[src/rtl/rob_walk_ctrl_pkg.sv]
// Shared types and widths for the reorder-buffer walk controller.
// Latency: n/a (types only).
// Backpressure: n/a.
package rob_walk_ctrl_pkg;

  localparam int LREG_W = 5;  // logical register index width
  localparam int PREG_W = 6;  // physical register index width

  typedef enum logic [1:0] {
    ROB_STATE_IDLE     = 2'd0,
    ROB_STATE_ROLLBACK = 2'd1,
    ROB_STATE_WALK     = 2'd2
  } rob_state_e;

  // Payload kept per ROB entry; valid/complete live with the control logic.
  typedef struct packed {
    logic              need_to_wb;
    logic [LREG_W-1:0] lrd;
    logic [PREG_W-1:0] prd;
  } rob_entry_t;

endpackage

[src/rtl/rob_walk_ctrl_if.sv]
// Rename/writeback/flush requests into the ROB and commit/walk results out of it.
// Latency: n/a (wiring only).
// Backpressure: enq_ready gates enqueue; commit/walk outputs are valid-only.
// Modports: master = core side driving enq/wb/flush, slave = the ROB controller.
interface rob_walk_ctrl_if
  import rob_walk_ctrl_pkg::*;
#(
  parameter int ROBID_WIDTH = 5
);

  logic                   enq0_valid;
  logic [LREG_W-1:0]      enq0_lrd;
  logic [PREG_W-1:0]      enq0_prd;
  logic                   enq0_need_to_wb;
  logic                   enq1_valid;
  logic [LREG_W-1:0]      enq1_lrd;
  logic [PREG_W-1:0]      enq1_prd;
  logic                   enq1_need_to_wb;
  logic                   enq_ready;
  logic [ROBID_WIDTH-1:0] enq0_robid;
  logic [ROBID_WIDTH-1:0] enq1_robid;

  logic                   wb0_valid;
  logic [ROBID_WIDTH-1:0] wb0_robid;
  logic                   wb1_valid;
  logic [ROBID_WIDTH-1:0] wb1_robid;

  logic                   flush_valid;
  logic [ROBID_WIDTH-1:0] flush_robid;

  logic                   commit0_valid;
  logic                   commit0_need_to_wb;
  logic [LREG_W-1:0]      commit0_lrd;
  logic [PREG_W-1:0]      commit0_prd;
  logic                   commit1_valid;
  logic                   commit1_need_to_wb;
  logic [LREG_W-1:0]      commit1_lrd;
  logic [PREG_W-1:0]      commit1_prd;

  logic [1:0]             rob_state;
  logic                   rob_walk0_valid;
  logic [LREG_W-1:0]      rob_walk0_lrd;
  logic [PREG_W-1:0]      rob_walk0_prd;
  logic                   rob_walk1_valid;
  logic [LREG_W-1:0]      rob_walk1_lrd;
  logic [PREG_W-1:0]      rob_walk1_prd;
  logic                   rob_empty;

  modport master (
    output enq0_valid, enq0_lrd, enq0_prd, enq0_need_to_wb,
    output enq1_valid, enq1_lrd, enq1_prd, enq1_need_to_wb,
    input  enq_ready, enq0_robid, enq1_robid,
    output wb0_valid, wb0_robid, wb1_valid, wb1_robid,
    output flush_valid, flush_robid,
    input  commit0_valid, commit0_need_to_wb, commit0_lrd, commit0_prd,
    input  commit1_valid, commit1_need_to_wb, commit1_lrd, commit1_prd,
    input  rob_state, rob_empty,
    input  rob_walk0_valid, rob_walk0_lrd, rob_walk0_prd,
    input  rob_walk1_valid, rob_walk1_lrd, rob_walk1_prd
  );

  modport slave (
    input  enq0_valid, enq0_lrd, enq0_prd, enq0_need_to_wb,
    input  enq1_valid, enq1_lrd, enq1_prd, enq1_need_to_wb,
    output enq_ready, enq0_robid, enq1_robid,
    input  wb0_valid, wb0_robid, wb1_valid, wb1_robid,
    input  flush_valid, flush_robid,
    output commit0_valid, commit0_need_to_wb, commit0_lrd, commit0_prd,
    output commit1_valid, commit1_need_to_wb, commit1_lrd, commit1_prd,
    output rob_state, rob_empty,
    output rob_walk0_valid, rob_walk0_lrd, rob_walk0_prd,
    output rob_walk1_valid, rob_walk1_lrd, rob_walk1_prd
  );

endinterface

[src/rtl/rob_walk_ctrl_entry_array.sv]
// ROB payload storage: 2 write ports (enqueue), 2 head reads (commit), 2 walk reads.
// Latency: writes land at the clock edge; reads are combinational.
// Backpressure: none; the controller only writes free slots.
module rob_entry_array
  import rob_walk_ctrl_pkg::*;
#(
  parameter int DEPTH = 16,
  parameter int IDX_W = $clog2(DEPTH)
) (
  input  logic             clock,
  input  logic             we0,
  input  logic [IDX_W-1:0] waddr0,
  input  rob_entry_t       wdata0,
  input  logic             we1,
  input  logic [IDX_W-1:0] waddr1,
  input  rob_entry_t       wdata1,
  input  logic [IDX_W-1:0] head_addr0,
  input  logic [IDX_W-1:0] head_addr1,
  input  logic [IDX_W-1:0] walk_addr0,
  input  logic [IDX_W-1:0] walk_addr1,
  output rob_entry_t       head_dat0,
  output rob_entry_t       head_dat1,
  output rob_entry_t       walk_dat0,
  output rob_entry_t       walk_dat1
);

  // Payload needs no reset: an entry is only read once its valid bit is set.
  rob_entry_t mem_q [DEPTH];

  // The two write addresses are always tail and tail+1, so never collide.
  always_ff @(posedge clock) begin
    if (we0) mem_q[waddr0] <= wdata0;
    if (we1) mem_q[waddr1] <= wdata1;
  end

  assign head_dat0 = mem_q[head_addr0];
  assign head_dat1 = mem_q[head_addr1];
  assign walk_dat0 = mem_q[walk_addr0];
  assign walk_dat1 = mem_q[walk_addr1];

endmodule

[src/rtl/rob_walk_ctrl.sv]
// In-order ROB: 2-wide enqueue/commit, flush sequenced as ROLLBACK then WALK replay.
// Latency: wb at edge N -> commit visible in cycle N+1; flush -> 1 ROLLBACK cycle, then WALK.
// Backpressure: enq_ready low when fewer than 2 free entries or not IDLE.
// Ports: clock, reset_n (async active-low), rob_io (slave side of rob_walk_ctrl_if).
module rob_walk_ctrl
  import rob_walk_ctrl_pkg::*;
#(
  parameter int DEPTH       = 16,
  parameter int ROBID_WIDTH = $clog2(DEPTH) + 1
) (
  input  logic              clock,
  input  logic              reset_n,
  rob_walk_ctrl_if.slave    rob_io
);

  localparam int IDX_W = ROBID_WIDTH - 1;
  localparam logic [ROBID_WIDTH:0] ENQ_LIMIT = (ROBID_WIDTH + 1)'(DEPTH - 2);

  typedef logic [ROBID_WIDTH-1:0] robid_t;

  function automatic logic [IDX_W-1:0] idx(input robid_t r);
    return r[IDX_W-1:0];
  endfunction

  rob_state_e       state_q, state_d;
  robid_t           head_q, head_d, tail_q, tail_d, walk_ptr_q, walk_ptr_d;
  logic [DEPTH-1:0] valid_q, valid_d, complete_q, complete_d;

  robid_t           head1, tail1, walk1_ptr, count, flush_off, remain;
  logic             is_idle, is_walk, enq_ready;
  logic             flush_ok, c0, c1, e0, e1, w0, w1;
  logic [IDX_W-1:0] rel;
  rob_entry_t       head_dat0, head_dat1, walk_dat0, walk_dat1;

  assign head1     = head_q + robid_t'(1);
  assign tail1     = tail_q + robid_t'(1);
  assign walk1_ptr = walk_ptr_q + robid_t'(1);
  assign count     = tail_q - head_q;
  assign remain    = tail_q - walk_ptr_q;
  assign flush_off = rob_io.flush_robid - head_q;

  assign is_idle   = (state_q == ROB_STATE_IDLE);
  assign is_walk   = (state_q == ROB_STATE_WALK);
  assign enq_ready = is_idle && ({1'b0, count} <= ENQ_LIMIT);

  // A flush must name an occupied slot; the range test rejects a stale wrap bit.
  assign flush_ok = is_idle && rob_io.flush_valid &&
                    valid_q[idx(rob_io.flush_robid)] && (flush_off < count);

  assign c0 = is_idle && valid_q[idx(head_q)] && complete_q[idx(head_q)];
  // When flushing at the head itself, the next entry is being squashed and must not retire.
  assign c1 = c0 && valid_q[idx(head1)] && complete_q[idx(head1)] &&
              !(flush_ok && (flush_off == '0));

  // Enqueue in a flush cycle is dropped.
  assign e0 = enq_ready && rob_io.enq0_valid && !flush_ok;
  assign e1 = e0 && rob_io.enq1_valid;

  assign w0 = is_walk && (remain != '0);
  assign w1 = is_walk && (remain >= robid_t'(2));

  assign head_d     = head_q + robid_t'(c0) + robid_t'(c1);
  assign tail_d     = flush_ok ? rob_io.flush_robid + robid_t'(1)
                               : tail_q + robid_t'(e0) + robid_t'(e1);
  assign walk_ptr_d = flush_ok ? head_d : walk_ptr_q + robid_t'(w0) + robid_t'(w1);

  always_comb begin
    state_d = state_q;
    case (state_q)
      ROB_STATE_IDLE:     if (flush_ok) state_d = ROB_STATE_ROLLBACK;
      ROB_STATE_ROLLBACK: state_d = (walk_ptr_q == tail_q) ? ROB_STATE_IDLE : ROB_STATE_WALK;
      ROB_STATE_WALK:     if (remain <= robid_t'(2)) state_d = ROB_STATE_IDLE;
      default:            state_d = ROB_STATE_IDLE;
    endcase
  end

  // Priority: writeback set, then commit clear, then squash clear; enqueue only
  // touches free slots so it cannot overlap any of those.
  always_comb begin
    valid_d    = valid_q;
    complete_d = complete_q;
    rel        = '0;
    if (rob_io.wb0_valid && valid_q[idx(rob_io.wb0_robid)]) complete_d[idx(rob_io.wb0_robid)] = 1'b1;
    if (rob_io.wb1_valid && valid_q[idx(rob_io.wb1_robid)]) complete_d[idx(rob_io.wb1_robid)] = 1'b1;
    if (c0) begin
      valid_d[idx(head_q)]    = 1'b0;
      complete_d[idx(head_q)] = 1'b0;
    end
    if (c1) begin
      valid_d[idx(head1)]    = 1'b0;
      complete_d[idx(head1)] = 1'b0;
    end
    for (int i = 0; i < DEPTH; i++) begin
      // Age of slot i relative to head; anything older-than-or-equal to the flush point survives.
      rel = IDX_W'(i) - idx(head_q);
      if (flush_ok && (rel > idx(flush_off))) begin
        valid_d[i]    = 1'b0;
        complete_d[i] = 1'b0;
      end
    end
    if (e0) begin
      valid_d[idx(tail_q)]    = 1'b1;
      complete_d[idx(tail_q)] = 1'b0;
    end
    if (e1) begin
      valid_d[idx(tail1)]    = 1'b1;
      complete_d[idx(tail1)] = 1'b0;
    end
  end

  always_ff @(posedge clock or negedge reset_n) begin
    if (!reset_n) begin
      state_q    <= ROB_STATE_IDLE;
      head_q     <= '0;
      tail_q     <= '0;
      walk_ptr_q <= '0;
      valid_q    <= '0;
      complete_q <= '0;
    end else begin
      state_q    <= state_d;
      head_q     <= head_d;
      tail_q     <= tail_d;
      walk_ptr_q <= walk_ptr_d;
      valid_q    <= valid_d;
      complete_q <= complete_d;
    end
  end

  rob_entry_array #(
    .DEPTH (DEPTH),
    .IDX_W (IDX_W)
  ) u_entry_array (
    .clock      (clock),
    .we0        (e0),
    .waddr0     (idx(tail_q)),
    .wdata0     ('{need_to_wb: rob_io.enq0_need_to_wb, lrd: rob_io.enq0_lrd, prd: rob_io.enq0_prd}),
    .we1        (e1),
    .waddr1     (idx(tail1)),
    .wdata1     ('{need_to_wb: rob_io.enq1_need_to_wb, lrd: rob_io.enq1_lrd, prd: rob_io.enq1_prd}),
    .head_addr0 (idx(head_q)),
    .head_addr1 (idx(head1)),
    .walk_addr0 (idx(walk_ptr_q)),
    .walk_addr1 (idx(walk1_ptr)),
    .head_dat0  (head_dat0),
    .head_dat1  (head_dat1),
    .walk_dat0  (walk_dat0),
    .walk_dat1  (walk_dat1)
  );

  assign rob_io.enq_ready  = enq_ready;
  assign rob_io.enq0_robid = tail_q;
  assign rob_io.enq1_robid = tail1;

  assign rob_io.commit0_valid      = c0;
  assign rob_io.commit0_need_to_wb = head_dat0.need_to_wb;
  assign rob_io.commit0_lrd        = head_dat0.lrd;
  assign rob_io.commit0_prd        = head_dat0.prd;
  assign rob_io.commit1_valid      = c1;
  assign rob_io.commit1_need_to_wb = head_dat1.need_to_wb;
  assign rob_io.commit1_lrd        = head_dat1.lrd;
  assign rob_io.commit1_prd        = head_dat1.prd;

  // Entries without a destination still consume a walk slot but carry no mapping.
  assign rob_io.rob_walk0_valid = w0 && walk_dat0.need_to_wb;
  assign rob_io.rob_walk0_lrd   = walk_dat0.lrd;
  assign rob_io.rob_walk0_prd   = walk_dat0.prd;
  assign rob_io.rob_walk1_valid = w1 && walk_dat1.need_to_wb;
  assign rob_io.rob_walk1_lrd   = walk_dat1.lrd;
  assign rob_io.rob_walk1_prd   = walk_dat1.prd;

  assign rob_io.rob_state = state_q;
  assign rob_io.rob_empty = (head_q == tail_q);

endmodule

[src/flat_wrapper.sv]
// flat-port wrapper written by rule: the top's interface ports become plain ports
module rob_walk_ctrl_flat import rob_walk_ctrl_pkg::*;
#(
  parameter int DEPTH       = 16,
  parameter int ROBID_WIDTH = $clog2(DEPTH) + 1
)
  (clock, reset_n, rob_io_enq0_valid, rob_io_enq0_lrd, rob_io_enq0_prd, rob_io_enq0_need_to_wb, rob_io_enq1_valid, rob_io_enq1_lrd, rob_io_enq1_prd, rob_io_enq1_need_to_wb, rob_io_enq_ready, rob_io_enq0_robid, rob_io_enq1_robid, rob_io_wb0_valid, rob_io_wb0_robid, rob_io_wb1_valid, rob_io_wb1_robid, rob_io_flush_valid, rob_io_flush_robid, rob_io_commit0_valid, rob_io_commit0_need_to_wb, rob_io_commit0_lrd, rob_io_commit0_prd, rob_io_commit1_valid, rob_io_commit1_need_to_wb, rob_io_commit1_lrd, rob_io_commit1_prd, rob_io_rob_state, rob_io_rob_empty, rob_io_rob_walk0_valid, rob_io_rob_walk0_lrd, rob_io_rob_walk0_prd, rob_io_rob_walk1_valid, rob_io_rob_walk1_lrd, rob_io_rob_walk1_prd);
  rob_walk_ctrl_if #(.ROBID_WIDTH(ROBID_WIDTH)) rob_io_i ();
  input  logic clock;
  input  logic reset_n;
  input wire logic [$bits(rob_io_i.enq0_valid)-1:0] rob_io_enq0_valid;
  input wire logic [$bits(rob_io_i.enq0_lrd)-1:0] rob_io_enq0_lrd;
  input wire logic [$bits(rob_io_i.enq0_prd)-1:0] rob_io_enq0_prd;
  input wire logic [$bits(rob_io_i.enq0_need_to_wb)-1:0] rob_io_enq0_need_to_wb;
  input wire logic [$bits(rob_io_i.enq1_valid)-1:0] rob_io_enq1_valid;
  input wire logic [$bits(rob_io_i.enq1_lrd)-1:0] rob_io_enq1_lrd;
  input wire logic [$bits(rob_io_i.enq1_prd)-1:0] rob_io_enq1_prd;
  input wire logic [$bits(rob_io_i.enq1_need_to_wb)-1:0] rob_io_enq1_need_to_wb;
  output wire logic [$bits(rob_io_i.enq_ready)-1:0] rob_io_enq_ready;
  output wire logic [$bits(rob_io_i.enq0_robid)-1:0] rob_io_enq0_robid;
  output wire logic [$bits(rob_io_i.enq1_robid)-1:0] rob_io_enq1_robid;
  input wire logic [$bits(rob_io_i.wb0_valid)-1:0] rob_io_wb0_valid;
  input wire logic [$bits(rob_io_i.wb0_robid)-1:0] rob_io_wb0_robid;
  input wire logic [$bits(rob_io_i.wb1_valid)-1:0] rob_io_wb1_valid;
  input wire logic [$bits(rob_io_i.wb1_robid)-1:0] rob_io_wb1_robid;
  input wire logic [$bits(rob_io_i.flush_valid)-1:0] rob_io_flush_valid;
  input wire logic [$bits(rob_io_i.flush_robid)-1:0] rob_io_flush_robid;
  output wire logic [$bits(rob_io_i.commit0_valid)-1:0] rob_io_commit0_valid;
  output wire logic [$bits(rob_io_i.commit0_need_to_wb)-1:0] rob_io_commit0_need_to_wb;
  output wire logic [$bits(rob_io_i.commit0_lrd)-1:0] rob_io_commit0_lrd;
  output wire logic [$bits(rob_io_i.commit0_prd)-1:0] rob_io_commit0_prd;
  output wire logic [$bits(rob_io_i.commit1_valid)-1:0] rob_io_commit1_valid;
  output wire logic [$bits(rob_io_i.commit1_need_to_wb)-1:0] rob_io_commit1_need_to_wb;
  output wire logic [$bits(rob_io_i.commit1_lrd)-1:0] rob_io_commit1_lrd;
  output wire logic [$bits(rob_io_i.commit1_prd)-1:0] rob_io_commit1_prd;
  output wire logic [$bits(rob_io_i.rob_state)-1:0] rob_io_rob_state;
  output wire logic [$bits(rob_io_i.rob_empty)-1:0] rob_io_rob_empty;
  output wire logic [$bits(rob_io_i.rob_walk0_valid)-1:0] rob_io_rob_walk0_valid;
  output wire logic [$bits(rob_io_i.rob_walk0_lrd)-1:0] rob_io_rob_walk0_lrd;
  output wire logic [$bits(rob_io_i.rob_walk0_prd)-1:0] rob_io_rob_walk0_prd;
  output wire logic [$bits(rob_io_i.rob_walk1_valid)-1:0] rob_io_rob_walk1_valid;
  output wire logic [$bits(rob_io_i.rob_walk1_lrd)-1:0] rob_io_rob_walk1_lrd;
  output wire logic [$bits(rob_io_i.rob_walk1_prd)-1:0] rob_io_rob_walk1_prd;
  assign rob_io_i.enq0_valid = rob_io_enq0_valid;
  assign rob_io_i.enq0_lrd = rob_io_enq0_lrd;
  assign rob_io_i.enq0_prd = rob_io_enq0_prd;
  assign rob_io_i.enq0_need_to_wb = rob_io_enq0_need_to_wb;
  assign rob_io_i.enq1_valid = rob_io_enq1_valid;
  assign rob_io_i.enq1_lrd = rob_io_enq1_lrd;
  assign rob_io_i.enq1_prd = rob_io_enq1_prd;
  assign rob_io_i.enq1_need_to_wb = rob_io_enq1_need_to_wb;
  assign rob_io_enq_ready = rob_io_i.enq_ready;
  assign rob_io_enq0_robid = rob_io_i.enq0_robid;
  assign rob_io_enq1_robid = rob_io_i.enq1_robid;
  assign rob_io_i.wb0_valid = rob_io_wb0_valid;
  assign rob_io_i.wb0_robid = rob_io_wb0_robid;
  assign rob_io_i.wb1_valid = rob_io_wb1_valid;
  assign rob_io_i.wb1_robid = rob_io_wb1_robid;
  assign rob_io_i.flush_valid = rob_io_flush_valid;
  assign rob_io_i.flush_robid = rob_io_flush_robid;
  assign rob_io_commit0_valid = rob_io_i.commit0_valid;
  assign rob_io_commit0_need_to_wb = rob_io_i.commit0_need_to_wb;
  assign rob_io_commit0_lrd = rob_io_i.commit0_lrd;
  assign rob_io_commit0_prd = rob_io_i.commit0_prd;
  assign rob_io_commit1_valid = rob_io_i.commit1_valid;
  assign rob_io_commit1_need_to_wb = rob_io_i.commit1_need_to_wb;
  assign rob_io_commit1_lrd = rob_io_i.commit1_lrd;
  assign rob_io_commit1_prd = rob_io_i.commit1_prd;
  assign rob_io_rob_state = rob_io_i.rob_state;
  assign rob_io_rob_empty = rob_io_i.rob_empty;
  assign rob_io_rob_walk0_valid = rob_io_i.rob_walk0_valid;
  assign rob_io_rob_walk0_lrd = rob_io_i.rob_walk0_lrd;
  assign rob_io_rob_walk0_prd = rob_io_i.rob_walk0_prd;
  assign rob_io_rob_walk1_valid = rob_io_i.rob_walk1_valid;
  assign rob_io_rob_walk1_lrd = rob_io_i.rob_walk1_lrd;
  assign rob_io_rob_walk1_prd = rob_io_i.rob_walk1_prd;
  rob_walk_ctrl #(.DEPTH(DEPTH), .ROBID_WIDTH(ROBID_WIDTH)) u_core (.clock(clock), .reset_n(reset_n), .rob_io(rob_io_i));
endmodule
[config.mk]
export PLATFORM = sky130hd
export DESIGN_NAME = rob_walk_ctrl_flat
export DESIGN_NICKNAME = d
export VERILOG_FILES = /design/src/rtl/rob_walk_ctrl_pkg.sv /design/src/rtl/rob_walk_ctrl_if.sv /design/src/rtl/rob_walk_ctrl_entry_array.sv /design/src/rtl/rob_walk_ctrl.sv /design/src/flat_wrapper.sv
export SDC_FILE = /design/constraint.sdc
export NUM_CORES = 1
export LEC_CHECK = 0
export BUFFER_PORTS_ARGS = -buffer_cell sky130_fd_sc_hd__buf_2
export CORE_MARGIN = 5
export CORE_UTILIZATION = 60
export DETAILED_ROUTE_END_ITERATION = 12
export PLACE_DENSITY = 0.76
export SETUP_SLACK_MARGIN = 0.05
export SLEW_MARGIN = 20
export SYNTH_ARGS = -nofsm -noshare
export SYNTH_HDL_FRONTEND = slang
export SYNTH_SLANG_ARGS = --single-unit
export TNS_END_PERCENT = 100
[constraint.sdc]
create_clock -name clock -period 9.3 [get_ports clock]
set_input_delay 1.86 -clock clock [delete_from_list [all_inputs] [get_ports clock]]
set_output_delay 1.86 -clock clock [all_outputs]
set_load 0.05 [all_outputs]
==> results of run 1 <==
[synth_stat cells (all sizes together), types with 6 or more instances]
| master | n |
|---|---|
| a21oi | 14 |
| a221oi | 22 |
| inv | 66 |
| nor4 | 21 |
| o21ai | 43 |
| mux4 | 219 |
| nand2 | 83 |
| nor3 | 11 |
| nand4 | 16 |
| xnor2 | 20 |
| clkbuf | 85 |
| o31ai | 16 |
| a311oi | 7 |
| nor2b | 13 |
| a31oi | 10 |
| nor4bb | 8 |
| dfrtp | 49 |
| o22ai | 19 |
| a22oi | 14 |
| nand3 | 40 |
| mux2 | 195 |
| o21a | 7 |
| xor2 | 14 |
| mux2i | 45 |
| buf | 47 |
| nor2 | 24 |
| fa | 7 |
| edfxtp | 192 |
| maj3 | 11 |
| a32oi | 6 |
| ha | 55 |
| a21o | 7 |
| or4 | 8 |
[state kept, by name, indices dropped and copies added, names as in the netlist]
signal and count:
u_core.valid_q 16, u_core.head_q 5, u_core.u_entry_array.mem_q 192, u_core.complete_q 16, u_core.walk_ptr_q 5, u_core.rob_io.rob_state 2, u_core.rob_io.enq0_robid 5
[cell families after synthesis]
group | Yosys count | share of synthesized area [%]
adders and majority gates | 73 | 4.78
and+or+nand+nor | 258 | 7.04
buffers and inverters | 200 | 4.21
AOI/OAI and AO/OA | 197 | 7.08
DFF | 241 | 35.6
xor gates and xnor gates | 34 | 1.52
muxes | 459 | 39.8
[worst max-delay path by stage]
stage / startpoint / to / cells after the start
floorplan: rob_io_flush_robid[0] / rob_io_commit1_valid / 12
global placement: rob_io_flush_robid[0] / u_core.u_entry_array.mem_q[7][8]$_DFFE_PP_ / 13
detailed placement: rob_io_flush_robid[0] / u_core.u_entry_array.mem_q[7][6]$_DFFE_PP_ / 13
CTS: rob_io_flush_robid[0] / rob_io_commit1_valid / 13
global route: rob_io_flush_robid[0] / rob_io_commit1_valid / 13
finish: rob_io_flush_robid[0] / rob_io_commit1_valid / 13
[per-layer routing]
layer | wire length, um | share of wire [%] | vias up | global-route usage, %
li1 | - | - | 6030 | -
met5 | 13 | 0.021 | - | 0
met1 | 21800 | 35 | 7282 | 44.6
met4 | 3610 | 5.8 | 2 | 16.2
met3 | 7750 | 12 | 236 | 8.50
met2 | 28900 | 47 | 1194 | 53.8
[layout make-up]
class / count / area share, %
multi-input cells: 1021 / 55.6
flip-flops and latches: 241 / 32.8
repair buffers: 137 / 3.58
clock buffers: 29 / 3.40
well taps: 442 / 2.59
inverters: 68 / 1.19
clock inverters: 22 / 0.826
diodes: 3 / 0.0351
[metrics by stage]
stage / cells / utilization, % / worst slack, ps
after floorplan: 1462 / - / 2020
after global placement: 1909 / 63.0 / 2030
after detailed placement: 1909 / 63.0 / 1890
after CTS: 1960 / 65.8 / 2000
after global routing: 1963 / 65.8 / 1750
final: 1963 / 65.8 / 1930
[critical path, stage by stage]
cell and delay (ps):
buf_2 190, inv_1 110, ha_1 200, inv_1 70, fa_1 440, xnor2_1 840, inv_1 110, ha_1 320
a21o_1 150, a311oi_2 110, buf_4 220, nor3_1 510, buf_2 370
==> results by group, run 1 <==
Job
  • Max-Cap Viols: 0

Placed design
  • Dpl cell area: about 0.02 sq mm
  • Detailed placement HPWL: approximately 40,000 um
  • Placer Congestion: 0.932
  • Port Buffer Count: 107

Layout
  • Design Area, Final: ~0.021 sq mm
  • Filler instances: 2,381
  • Area growth from synthesis to layout: 8.85%
  • Final net count: approximately 1,600
  • Layout cells sized above 1: a little over two fifths
  • Most common cell after layout, fill and taps aside: mux4_2
  • Multi-input logic area: 0.0119 sq mm
  • Most frequent cells in the layout: 219 x mux4_2, 192 x edfxtp_1, 135 x mux2_2
  • Register area: 0.00700 sq mm

Timing
  • RSZ-0062 raised after global routing: no
  • Setup TNS: 0 ps
  • Finish-stage setup viols: 0
  • Slew of the pin with the lowest slew margin: 1150 ps
  • Final hold slack: 533 ps
  • Post-Route Skew: 12.6 ps
  • Tmin final: about 7400 ps
  • Relative max-transition margin: 23.6%
  • Final Hold Vio Count: 0
  • Maximum clock frequency: 136 MHz
  • Final Max Slew Viols: 0
  • Period utilization: 79.2%

Clock tree
  • H-tree Lvls: 1
  • Post-CTS resize count: 0
  • CTS Sinks: 241
  • CTS root buf: clkbuf_16
  • Clock slew at reported path FFs: 60 ps
  • CTS tree: done
  • Max Buffers Root-to-Sink: 3
  • TritonCTS Buffers: 28
  • Post-CTS Setup Repair Bufs: 0
  • Latest clock arrival within the worst-skew pair: between 500 and 600 ps
  • Cts hold-fix bufs: 0

Die
  • Rows: 66
  • Core area: 0.0325 sq mm
  • Width of the die: 191 um
  • I/O pin count: 110
  • Full die area: 0.0364 sq mm
  • Initial core utilization: about three fifths
  • Die H: between 150 and 200 um

Worst setup path
  • Worst EP arrival: roughly 5500 ps
  • CP Class: in -> out
  • R2R Setup Slk: 2790 ps
  • Worst r2r path cells: 11
  • Reg-to-Reg Start: u_core.head_q[0]$_DFF_PN0_
  • CP required: 7440 ps
  • Worst R2R End: u_core.u_entry_array.mem_q[14][11]$_DFFE_PP_
  • Crit path max fanout: 17
  • Critical path capture point type: output pin
  • Startpoint Class: primary input

Logic synthesis
  • Synth top area share: 29.4%
  • Syn Area/Cell: 13.4 sq um
  • Biggest area contributors in the synthesized netlist: edfxtp_1 29%, mux4_2 25%, mux2_2 7.7%
  • Seq/Total Area, Yosys: 35.6%
  • Syn nets: 1,570
  • Synthesized area: 0.0196 sq mm
  • Top FF cell, synth: edfxtp_1
  • Yosys top cell by area: edfxtp_1
  • Synth warnings: 0
  • Post-Synthesis Cells: ~1,500
  • Synth Register Bits: 241
  • FFs w/ async S/R, synth: 20.3%
  • Number of different library cells in the post-synthesis netlist: 69
  • Post-synth EDFFs: 192

Routing
  • Vias: 14,744
  • Routed len/inst: 31.6 um
  • Initial DRC Count: 2,015
  • Drt first pass iters: 5
  • Vias per cell: 7.51
  • DRC: 0
  • Final ANT Viol Nets: 0
  • Final wirelength: 62,100 um

Global routing
  • Global-route wire length before repair: a little over 90,000 um
  • Grt total ovfl: 0
  • Number of global-route vias before repair: 14,753
  • Largest net degree at the start of global routing: 63
  • Antenna violations before repair: 4
  • GRT Util Overall: 34.0%

Min path
  • Min-delay src: u_core.rob_io.rob_state[1]$_DFFE_PN0P_
  • Min-Delay Path Depth: 1
  • Hold Crit Class: reg -> reg
  • Worst hold endpoint: u_core.rob_io.rob_state[1]$_DFFE_PN0P_

Outcome
  • Status: completed
Power of run 1 is not shown: default switching activity piles up to over one toggle a cycle in this logic, so the estimate is an artifact.
==> run 2: changes to the inputs <==
==> constraint.sdc (replaced) <==
create_clock -name clock -period 6.9 [get_ports clock]
set_input_delay 1.38 -clock clock [delete_from_list [all_inputs] [get_ports clock]]
set_output_delay 1.38 -clock clock [all_outputs]
set_load 0.05 [all_outputs]
==> run 2 against run 1 <==
Worst hold slack improved by 14 ps. Wire length is essentially flat. Sequential cell count unchanged. Cell area up 0.67%. Non-clock buffer count grew 8. Core utilization rose by 0.44 points.
==> results by group, run 2 (synthesis gave the netlist of run 1 again) <==
Worst setup path
  • Crit path depth: 12
  • CP Class: reg -> out
  • Cell mode on critical path: ha_1
  • Worst setup path endpoint: rob_io_commit1_valid
  • Number of buffers and inverters on the critical path: 3
  • Crit path max fanout: 21
  • CP max stage cell: dfrtp_1
  • Cell Chain, Critical Path: inv_2, ha_1, o21ai_0, and3_1, or2_2, ha_1, nand3b_1, a211o_1, a311oi_2, buf_4, nor3_1, buf_2
  • Worst r2r path cells: 12
  • Worst path max stage delay: 800 ps
  • Crit path from: u_core.head_q[3]$_DFF_PN0_
  • Startpoint Class: flip-flop
  • Worst EP arrival: 4620 ps
  • CP required: roughly 5500 ps
  • Worst R2R End: u_core.u_entry_array.mem_q[7][10]$_DFFE_PP_
  • Top Family by Delay on Critical Path: buffers and inverters
  • R2R Setup Slk: between 1000 and 1500 ps
  • Critical path capture point type: output pin
  • Reg-to-Reg Start: u_core.head_q[3]$_DFF_PN0_

Layout
  • Register area: 0.00700 sq mm
  • Most frequent cells in the layout: 219 x mux4_2, 192 x edfxtp_1, 135 x mux2_2
  • Filler instances: roughly 2,300
  • Largest reg by FF count: u_core.u_entry_array.mem_q
  • Layout cells sized above 1: 41.7%
  • Largest regs: u_core.u_entry_array.mem_q x192, u_core.complete_q x16, u_core.valid_q x16
  • Most common cell after layout, fill and taps aside: mux4_2
  • Multi-input logic area: 0.0119 sq mm
  • Final net count: 1,614
  • Area growth from synthesis to layout: 9.58%
  • Max reg flops: 192

Clock tree
  • Max Buffers Root-to-Sink: 3
  • TritonCTS Buffers: 29
  • H-tree Lvls: 1
  • CTS root buf: clkbuf_16
  • Clock slew at reported path FFs: approximately 50 ps
  • Post-CTS resize count: 0
  • CTS Sinks: 241
  • CTS tree: done
  • Latest clock arrival within the worst-skew pair: 590 ps
  • Cts hold-fix bufs: 0
  • Post-CTS Setup Repair Bufs: 0

Outcome
  • Status: completed

Routing
  • Routed len/inst: 31.5 um
  • Drt first pass iters: 6
  • DRC: 0
  • Final ANT Viol Nets: 0
  • Final wirelength: 62,100 um
  • Vias: roughly 15,000
  • Vias per cell: ~7.5
  • Initial DRC Count: 2,118

Timing
  • Post-Route Skew: roughly 21 ps
  • Finish-stage setup viols: 0
  • Slew of the pin with the lowest slew margin: approximately 1100 ps
  • Tmin final: 6000 ps
  • Maximum clock frequency: roughly 170 MHz
  • Final Max Slew Viols: 0
  • Final Hold Vio Count: 0
  • Period utilization: 86.9%
  • Setup TNS: 0 ps
  • Relative max-transition margin: 27.6%
  • RSZ-0062 raised after global routing: no

Placed design
  • Detailed placement HPWL: 39,400 um
  • Port Buffer Count: 107
  • Placer Congestion: slightly below 1

Global routing
  • Largest net degree at the start of global routing: 62
  • GRT Util Overall: 33.8%
  • Global-route wire length before repair: 91,500 um
  • Number of global-route vias before repair: around 14,000
  • Grt total ovfl: 0
  • Antenna violations before repair: 5

Die
  • Die H: roughly 190 um
  • Full die area: 0.0364 sq mm
  • Core area: 0.0325 sq mm
  • I/O pin count: 110
  • Rows: 66
  • Initial core utilization: 60.5%
  • Width of the die: 191 um

Min path
  • Hold Crit Class: reg -> reg

Job
  • Max-Cap Viols: 0
-- run 2: worst reg2reg max path, delay by kind of cell, from the launching register on --
family          cells  cell delay [ps]
simple gates        3             1330
flops               1              800
buf+inv             4             1600
fa+ha+maj           2              840
compound gates      3              510
-- run 2: how the worst min path moves through the flow --
stage / to / cells past startpoint / startpoint
after global routing: u_core.rob_io.rob_state[1]$_DFFE_PN0P_ / 1 / u_core.rob_io.rob_state[1]$_DFFE_PN0P_
after CTS: u_core.rob_io.rob_state[1]$_DFFE_PN0P_ / 1 / u_core.rob_io.rob_state[1]$_DFFE_PN0P_
after global placement: u_core.rob_io.rob_state[1]$_DFFE_PN0P_ / 1 / u_core.rob_io.rob_state[1]$_DFFE_PN0P_
after detailed placement: u_core.rob_io.rob_state[1]$_DFFE_PN0P_ / 1 / u_core.rob_io.rob_state[1]$_DFFE_PN0P_
final: u_core.rob_io.rob_state[1]$_DFFE_PN0P_ / 1 / u_core.rob_io.rob_state[1]$_DFFE_PN0P_
after floorplan: u_core.head_q[4]$_DFF_PN0_ / 1 / u_core.head_q[4]$_DFF_PN0_
-- run 2: metrics by stage --
stage | hold slack (ps) | std cells | utilization (%) | setup slack (ps) | cell area, sq um
6_report | 547 | 1972 | 66.3 | 904 | 21500
5_1_grt | 602 | 1972 | 66.3 | 748 | 21500
4_1_cts | 542 | 1969 | 66.3 | 931 | 21500
3_5_place_dp | 535 | 1917 | 63.2 | 1140 | 20500
3_3_place_gp | 529 | 1917 | 63.2 | 1190 | 20500
2_1_floorplan | 521 | 1462 | - | 580 | 19600
-- run 2: final cells by class --
type,instances,area share [%]
antenna,3,0.0349
inverter,68,1.19
clock inverter,16,1.05
clock buffer,36,3.50
multi-input combinational,1021,55.2
timing repair buffer,145,3.87
sequential,241,32.6
tap,442,2.57
-- run 2: per-layer routing --
layer	GRT usage [%]	vias up	wire length [um]
li1	-	6043	-
met1	44.0	7347	21900
met2	53.3	1152	29100
met3	8.09	229	7270
met4	17.5	4	3800
met5	0	-	30
Power of run 2 is left out for the same reason.
